`src/rtl/operand_sign_splitter.sv`:
```
// rtl/operand_sign_splitter.sv - posit operand sign/magnitude split with ADD/SUB ordering and skid buffer

package ppu_pkg;
    localparam int OP_SIZE = 3;
    localparam logic [OP_SIZE-1:0] OP_ADD = 3'd0;
    localparam logic [OP_SIZE-1:0] OP_SUB = 3'd1;
    localparam logic [OP_SIZE-1:0] OP_MUL = 3'd2;
    localparam logic [OP_SIZE-1:0] OP_DIV = 3'd3;
endpackage

module operand_sign_splitter
    import ppu_pkg::*;
#(
    parameter int N = 16
) (
    input  logic               clk,
    input  logic               rst,
    input  logic               in_valid,
    output logic               in_ready,
    input  logic [N-1:0]       p1,
    input  logic [N-1:0]       p2,
    input  logic [OP_SIZE-1:0] op,
    output logic               out_valid,
    input  logic               out_ready,
    output logic               sign1,
    output logic               sign2,
    output logic [N-2:0]       mag1,
    output logic [N-2:0]       mag2,
    output logic               zero1,
    output logic               zero2,
    output logic               nar1,
    output logic               nar2,
    output logic               swapped,
    output logic [OP_SIZE-1:0] op_out
);

    typedef struct packed {
        logic               sign1;
        logic               sign2;
        logic [N-2:0]       mag1;
        logic [N-2:0]       mag2;
        logic               zero1;
        logic               zero2;
        logic               nar1;
        logic               nar2;
        logic               swapped;
        logic [OP_SIZE-1:0] op;
    } entry_t;

    localparam logic [N-1:0] ONE     = {{(N-1){1'b0}}, 1'b1};
    localparam logic [N-1:0] NAR_PAT = {1'b1, {(N-1){1'b0}}};

    logic [N-1:0] neg1, neg2;
    logic         z1, z2, n1, n2;
    logic         s1, s2, s2_eff;
    logic [N-2:0] m1, m2;
    logic         is_addsub, do_swap;
    entry_t       new_e;

    // Two's-complement negation of the NaR pattern yields itself, so its
    // magnitude bits come out zero without a special case.
    always_comb begin
        neg1      = ~p1 + ONE;
        neg2      = ~p2 + ONE;
        z1        = (p1 == '0);
        z2        = (p2 == '0);
        n1        = (p1 == NAR_PAT);
        n2        = (p2 == NAR_PAT);
        s1        = p1[N-1] & ~n1;
        s2        = p2[N-1] & ~n2;
        m1        = p1[N-1] ? neg1[N-2:0] : p1[N-2:0];
        m2        = p2[N-1] ? neg2[N-2:0] : p2[N-2:0];
        is_addsub = (op == OP_ADD) || (op == OP_SUB);
        s2_eff    = ((op == OP_SUB) && !z2 && !n2) ? ~s2 : s2;
        do_swap   = is_addsub && (m2 > m1);

        new_e         = '0;
        new_e.op      = op;
        new_e.swapped = do_swap;
        if (do_swap) begin
            new_e.sign1 = s2_eff;
            new_e.mag1  = m2;
            new_e.zero1 = z2;
            new_e.nar1  = n2;
            new_e.sign2 = s1;
            new_e.mag2  = m1;
            new_e.zero2 = z1;
            new_e.nar2  = n1;
        end else begin
            new_e.sign1 = s1;
            new_e.mag1  = m1;
            new_e.zero1 = z1;
            new_e.nar1  = n1;
            new_e.sign2 = s2_eff;
            new_e.mag2  = m2;
            new_e.zero2 = z2;
            new_e.nar2  = n2;
        end
    end

    entry_t or_q, sr_q;
    logic   or_valid, sr_valid, in_ready_q;
    logic   accept, or_free;

    assign accept  = in_valid && in_ready_q;
    assign or_free = !or_valid || out_ready;

    // in_ready is simply "skid register empty", kept as its own flop so it
    // never depends combinationally on out_ready.
    always_ff @(posedge clk) begin
        if (rst) begin
            or_q       <= '0;
            sr_q       <= '0;
            or_valid   <= 1'b0;
            sr_valid   <= 1'b0;
            in_ready_q <= 1'b1;
        end else if (or_free) begin
            if (sr_valid) begin
                or_q       <= sr_q;
                or_valid   <= 1'b1;
                sr_valid   <= 1'b0;
                in_ready_q <= 1'b1;
            end else if (accept) begin
                or_q     <= new_e;
                or_valid <= 1'b1;
            end else begin
                or_valid <= 1'b0;
            end
        end else if (accept) begin
            sr_q       <= new_e;
            sr_valid   <= 1'b1;
            in_ready_q <= 1'b0;
        end
    end

    assign in_ready  = in_ready_q;
    assign out_valid = or_valid;
    assign sign1     = or_q.sign1;
    assign sign2     = or_q.sign2;
    assign mag1      = or_q.mag1;
    assign mag2      = or_q.mag2;
    assign zero1     = or_q.zero1;
    assign zero2     = or_q.zero2;
    assign nar1      = or_q.nar1;
    assign nar2      = or_q.nar2;
    assign swapped   = or_q.swapped;
    assign op_out    = or_q.op;

endmodule
```
`config.mk`:
```
export PLATFORM = sky130hd
export DESIGN_NAME = operand_sign_splitter
export DESIGN_NICKNAME = d
export VERILOG_FILES = /design/src/rtl/operand_sign_splitter.sv
export SDC_FILE = /design/constraint.sdc
export NUM_CORES = 1
export LEC_CHECK = 0
export CORE_MARGIN = 8
export CORE_UTILIZATION = 49
export CTS_CLUSTER_DIAMETER = 30
export CTS_CLUSTER_SIZE = 10
export DETAILED_ROUTE_END_ITERATION = 16
export PLACE_DENSITY = 0.77
export SLEW_MARGIN = 10
export SYNTH_ARGS = -nofsm -noshare
export SYNTH_HDL_FRONTEND = slang
export SYNTH_SLANG_ARGS = --single-unit
```
`constraint.sdc`:
```
create_clock -name clk -period 3.38 [get_ports clk]
set_input_delay 0.338 -clock clk [delete_from_list [all_inputs] [get_ports clk]]
set_output_delay 0.338 -clock clk [all_outputs]
set_load 0.005 [all_outputs]
```
; ---- Yosys cells after proc, flatten, opt, wreduce, memory -nomap -nowiden
; Cells that the tools add are included.
[word_totals]
n_memories = 0
ram_bits = 0
ff_bits = 83
input_bits = 39
latchBits = 0
rom_bits = 0
output_inout_bits = 42
elab_cells = 67
[op_classes]
shift = 0
div = 0
mux = 11
eq_ne = 4
bitwise_logic = 8
multipliers = 0
n_lt_le_gt_ge = 1
reduce_logical = 18
n_addsub = 2
[ops]
columns = operator, count
row1 = two-way mux 40 bit, 2
row2 = two-way mux 36 bit, 1
row3 = equality test 16 bit (second input constant), 2
row4 = zero test 16 bit, 2
row5 = adder 15 x 1 -> 15 bit (second input constant), 2
row6 = two-way mux 15 bit, 2
row7 = inverter 15 bit, 2
row8 = greater-than comparator 15 bit, 1
row9 = two-way mux 1 bit, 6
row10 = AND reduction 2 bit, 3
row11 = logical AND 1 bit, 4
row12 = inverter 1 bit, 4
row13 = nonzero test 2 bit, 2
row14 = equality test 3 x 1 -> 1 bit (second input constant), 1
row15 = zero test 1 bit, 3
row16 = zero test 3 bit, 1
row17 = bitwise AND 1 bit, 2
row18 = logical OR 1 bit, 2
row19 = inequality test 2 bit (second input constant), 1
row20 = OR reduction 2 bit, 1

; ---- Logic depth before layout (Yosys ltp)
[logic_depth]
depth_word = 8
mapped_depth = 17

; ---- Worst setup path before layout
; OpenSTA, ideal clock, no wires.
[synth_path]
kind = input -> register
from = input port p2[6]
to = register or_q (netlist bit nar1)
slack_ps = -332
t_required_ps = 3248
stages = 14
arrival_time_ps = 3579
n_path_buf = 1
setup_ps = 132
path_cell_list = or4_1 or4_1 o21ai_1 xor2_1 inv_1 ha_1 nand4_1 or2_2 a211o_1 o21ai_2 buf_2 a21oi_1 o311ai_1 a21oi_1
[synth_between]
elab_chain_cells = 8
word_cells_on_any_way = 9
[synth_rtl]
columns = element, line
row1 = from (decl), 21  ; input logic [N-1:0] p2,
row2 = inverter 15 bit, 64  ; neg2 = ~p2 + ONE;
row3 = adder 15 x 1 -> 15 bit, 64
row4 = two-way mux 15 bit, 72  ; m2 = p2[N-1] ? neg2[N-2:0] : p2[N-2:0];
row5 = greater-than comparator 15 bit, 75  ; do_swap = is_addsub && (m2 > m1);
row6 = logical AND 1 bit, 75
row7 = two-way mux 36 bit *, 80  ; if (do_swap) begin
row8 = two-way mux 40 bit *, 123  ; end else if (accept) begin
row9 = two-way mux 40 bit *, 118  ; if (sr_valid) begin
row10 = to (signal assigned), 119  ; or_q <= sr_q;
row11 = to (signal assigned), 124  ; or_q <= new_e;
row12 = to (decl), 101  ; entry_t or_q, sr_q;
; Every way passes the cells marked *; elsewhere a longest branch is shown, timed or not. The select of a mux whose other input is x is not followed.
; A chain may end at the register's enable or synchronous reset.

; ---- Worst setup path after layout
[layout_path]
from = input port p2[7]
to = register sr_q[7] (netlist bit)
[layout_between]
elab_chain_cells = 6
word_cells_on_any_way = 7
[layout_rtl]
columns = element, line
row1 = inverter 15 bit, 64
row2 = adder 15 x 1 -> 15 bit, 64
row3 = two-way mux 15 bit, 72
row4 = greater-than comparator 15 bit, 75
row5 = logical AND 1 bit, 75
row6 = two-way mux 36 bit *, 80
row7 = to (signal assigned), 130  ; sr_q <= new_e;
row8 = to (decl), 101
; Every way passes the cells marked *; elsewhere a longest branch is shown, timed or not.

==> results by group <==
Detailed routing
  • Max Used Layer: met4
  • Wire per inst: 23.4 um
  • # DRC: 0
  • Vias per cell: 6.68
  • Remaining antenna violation count after routing: 0
  • Pre-antenna DRT Iters: 7
  • Vias: between 6000 and 7000
  • Met2 wire length: 10400 um
  • Met3 WL post-DR: roughly 2200 um
  • Total Wirelength: 21800 um
  • DRT iter0 DRCs: 726
  • Metal1 wirelength: 7620 um

Setup path
  • Worst stage delay on the critical path: around 0.54 ns
  • Crit. End Element: flip-flop
  • Worst Path Arrival: 3.89 ns
  • RR Startpoint: out_valid$_SDFFE_PP0P_
  • R2r setup slk: 1.28 ns
  • Cells on worst reg2reg path: 7
  • Critical Path, Cell by Cell: buf_2 -> or4_4 -> or4_4 -> o21ai_2 -> xor2_1 -> inv_1 -> ha_1 -> a21o_1 -> a21o_1 -> a21o_1 -> a211oi_4 -> o21a_4 -> buf_4 -> buf_6 -> nor3_4 -> nor3_2 -> a21oi_1
  • Worst endpoint required time: 3.61 ns
  • Worst R2R End: sr_q[17]$_SDFFE_PP0P_
  • Critical Setup Path Class: input pin to flip-flop
  • CP most frequent cell: a21o_1
  • Slowest cell on crit path: or4_4
  • Critical path peak fanout: 6
  • Startpoint Class: input pin

Synth
  • Post-synthesis sequential element count: 83
  • Cells after synthesis: 602
  • Seq/Total Area, Yosys: 0.338
  • Synthesized area: 0.00492 mm^2
  • Syn nets: 657
  • Yosys warnings: 0
  • Prevailing post-synth register cell: dfxtp_1
  • Fraction of registers with async set/reset: 0
  • Avg Inst Size Synth: 8.17 um^2
  • Post-synthesis cell type count: 71
  • Number of flops mapped to enable cells by yosys: 0

Clocking
  • Clock slew at reported path FFs: 0.08 ns
  • CTS tree: built
  • Inserted Clock Buffers: 9
  • Worst-Skew Late Latency: 0.37 ns
  • Root Driver: clkbuf_8
  • Clk sinks: between 80 and 90
  • Clock Path Buffers: 2
  • Htree depth: 3

Timing
  • RSZ-0062 raised after global routing: yes
  • Final WS setup: -0.275 ns
  • Tcrit/Tclk final: 1.08
  • Worst-Margin Slew: roughly 0.75 ns
  • Max transition margin: 0.496
  • Hold Violations, Final: 0
  • Hold slack: 0.467 ns
  • Post-layout min period: 3.65 ns
  • Setup violators final: 74
  • Setup_tns: -9.72 ns
  • Worst Clk Skew: 0.00663 ns
  • Fmax: around 270 MHz
  • Final Slew Violations: 0

Die
  • Die W: 116 um
  • Die H: 116 um
  • Std-Cell Rows: 36
  • Initial Util: 0.503
  • Core area: a little under 0.01 mm^2
  • Die footprint: 0.0135 mm^2
  • IO Pins: 81

Pwr
  • Power per cell area: 389 mW/mm^2
  • Max VDD drop: 0.000231 V
  • LEAKAGE: 3.11 nW
  • Final Total Pwr: 3.13 mW

Run status
  • Status: finished, violations left
  • Failing checks: setup timing

Global route
  • First-pass GRT wire length: approximately 29000 um
  • Vias in the first global route: roughly 5600
  • Pin count of the biggest net entering global routing: 70
  • Total track usage: 0.269
  • Grt ovf: 0
  • Initial antenna violation count: 0

Placement
  • Final Wtd Congestion: 0.892
  • Detailed placer's ending HPWL: 12400 um
  • Post-DP Area: around 0.0067 mm^2
  • PortBufs: 80

Run
  • MaxCap Viol Count: 0

Layout
  • ANT cells: 0
  • Area grow syn2layout: 63.6%
  • Footprint of the multi-input gates: around 0.0039 mm^2
  • Fin nets: approximately 850
  • Share of layout cells above drive strength 1: 0.392
  • Final Util: 0.823
  • Fillers: 531
  • Sequential Area: about 0.0017 mm^2
  • Final Instance Area: between 0.008 and 0.009 mm^2

Worst hold path
  • Worst hold path class: flip-flop to flip-flop
  • Hold Path Origin: sr_q[15]$_SDFFE_PP0P_
  • WHS Endpoint: sr_q[15]$_SDFFE_PP0P_
  • Hold path cells: 2
## worst max-delay path, delay by kind of cell
family,cells,cell delay [ns]
xor+xnor,1,0.16
fa+ha+maj,1,0.18
buf+inv,4,0.42
compound gates,7,1.37
simple gates,4,1.43
## report_power, final
| part | total (mW) | internal (mW) | switching (mW) |
|---|---|---|---|
| Combinational | 1.26 | 0.589 | 0.671 |
| Clock | 0.789 | 0.415 | 0.374 |
| Sequential | 1.08 | 1.04 | 0.0380 |
| Total | 3.13 | 2.04 | 1.08 |
## stage by stage
step,setup WS (ns),instances
global placement,-0.851,883
floorplan,-0.201,602
finish,-0.275,931
detailed placement,-0.931,883
global route,-0.427,931
CTS,-0.151,916
## synth_stat cells (3+ instances only)
cell / number / area (um^2)
dfxtp_1: 83 / 1660
nand2_1: 59 / 221
o21ai_1: 54 / 270
clkbuf_1: 38 / 143
nand3_1: 31 / 155
a21oi_1: 30 / 150
o21ai_0: 29 / 145
nor3_1: 23 / 115
nor2_1: 22 / 82.6
ha_1: 16 / 200
a31oi_1: 15 / 93.8
xnor2_1: 14 / 123
inv_1: 12 / 45.0
nor3b_1: 12 / 90.1
nand4_1: 11 / 68.8
xor2_1: 11 / 96.3
a211oi_1: 10 / 75.1
a21o_1: 9 / 67.6
a211oi_2: 8 / 100
mux2i_1: 8 / 80.1
o221ai_1: 8 / 70.1
o22ai_1: 7 / 43.8
o31ai_1: 6 / 45.0
and3_1: 5 / 31.3
or2_2: 5 / 31.3
or4_1: 5 / 37.5
buf_6: 4 / 45.0
nand2b_1: 4 / 25.0
or3_1: 4 / 25.0
buf_2: 3 / 15.0
nor2b_1: 3 / 18.8
nor4_1: 3 / 18.8
## sequential cells by signal, indices dropped and copies added, names as in the netlist
signal     count
zero1          1
sign1          1
sr_valid       1
sign2          1
mag1          15
sr_q          40
swapped        1
in_ready       1
out_valid      1
nar2           1
op_out         3
zero2          1
nar1           1
mag2          15
## kinds of logic (layout without fill, tap and decap cells)
family | after synthesis | count (layout) | synth area share
AO/OA/AOI/OAI | 205 | 205 | 0.274
XOR/XNOR | 26 | 26 | 0.0501
adder cells (fa/ha/maj) | 16 | 16 | 0.0407
buffers and inverters | 62 | 258 | 0.0557
flip-flops | 83 | 83 | 0.338
multiplexers | 9 | 9 | 0.0186
AND/OR/NAND/NOR | 201 | 201 | 0.223
## cell type report
| type | count | share of cell area |
|---|---|---|
| Clock buffer | 11 | 0.0163 |
| Clock inverter | 5 | 0.00965 |
| Inverter | 14 | 0.00653 |
| Multi-Input combinational cell | 457 | 0.482 |
| Sequential cell | 83 | 0.207 |
| Tap cell | 133 | 0.0207 |
| Timing Repair Buffer | 228 | 0.258 |
## metal layers
metal,vias up,GRT usage
li1,2605,-
met2,516,0.474
met3,151,0.0440
met5,-,0
met1,2948,0.315
met4,0,0.117
## layout by cell type, fill, tap and decap left out, drive strengths merged, types with 11 or more instances in the layout
master,n
buf,150
o21ai,84
dfxtp,83
clkdlybuf4s50,65
nand2,61
a21oi,32
nand3,31
nor3,25
nor2,24
a211oi,18
a31oi,16
ha,16
xnor2,15
nor3b,14
inv,14
clkbuf,14
nand4,11
xor2,11
## how the worst max path moves through the flow
stage | depth (start not counted) | to | from | slack, ns
floorplan | 14 | mag1[7]$_SDFFE_PP0P_ | p2[6] | -0.20
global placement | 16 | mag2[6]$_SDFFE_PP0P_ | p2[6] | -0.85
detailed placement | 16 | sr_q[7]$_SDFFE_PP0P_ | p2[6] | -0.93
CTS | 15 | sign1$_SDFFE_PP0P_ | p2[5] | -0.15
global route | 17 | sr_q[7]$_SDFFE_PP0P_ | p2[5] | -0.43
finish | 17 | sr_q[7]$_SDFFE_PP0P_ | p2[7] | -0.27
## timing repair
action | CTS | global route
pin swaps | 38 | 37
buffers inserted | 17 | 13
gates resized for setup | 121 | 81
gates cloned | 0 | 2
hold buffers | 0 | 0
endpoints found under the hold margin | 0 | 0
setup endpoints to repair | 74 | 74
Power figures use the tool's default switching activity.
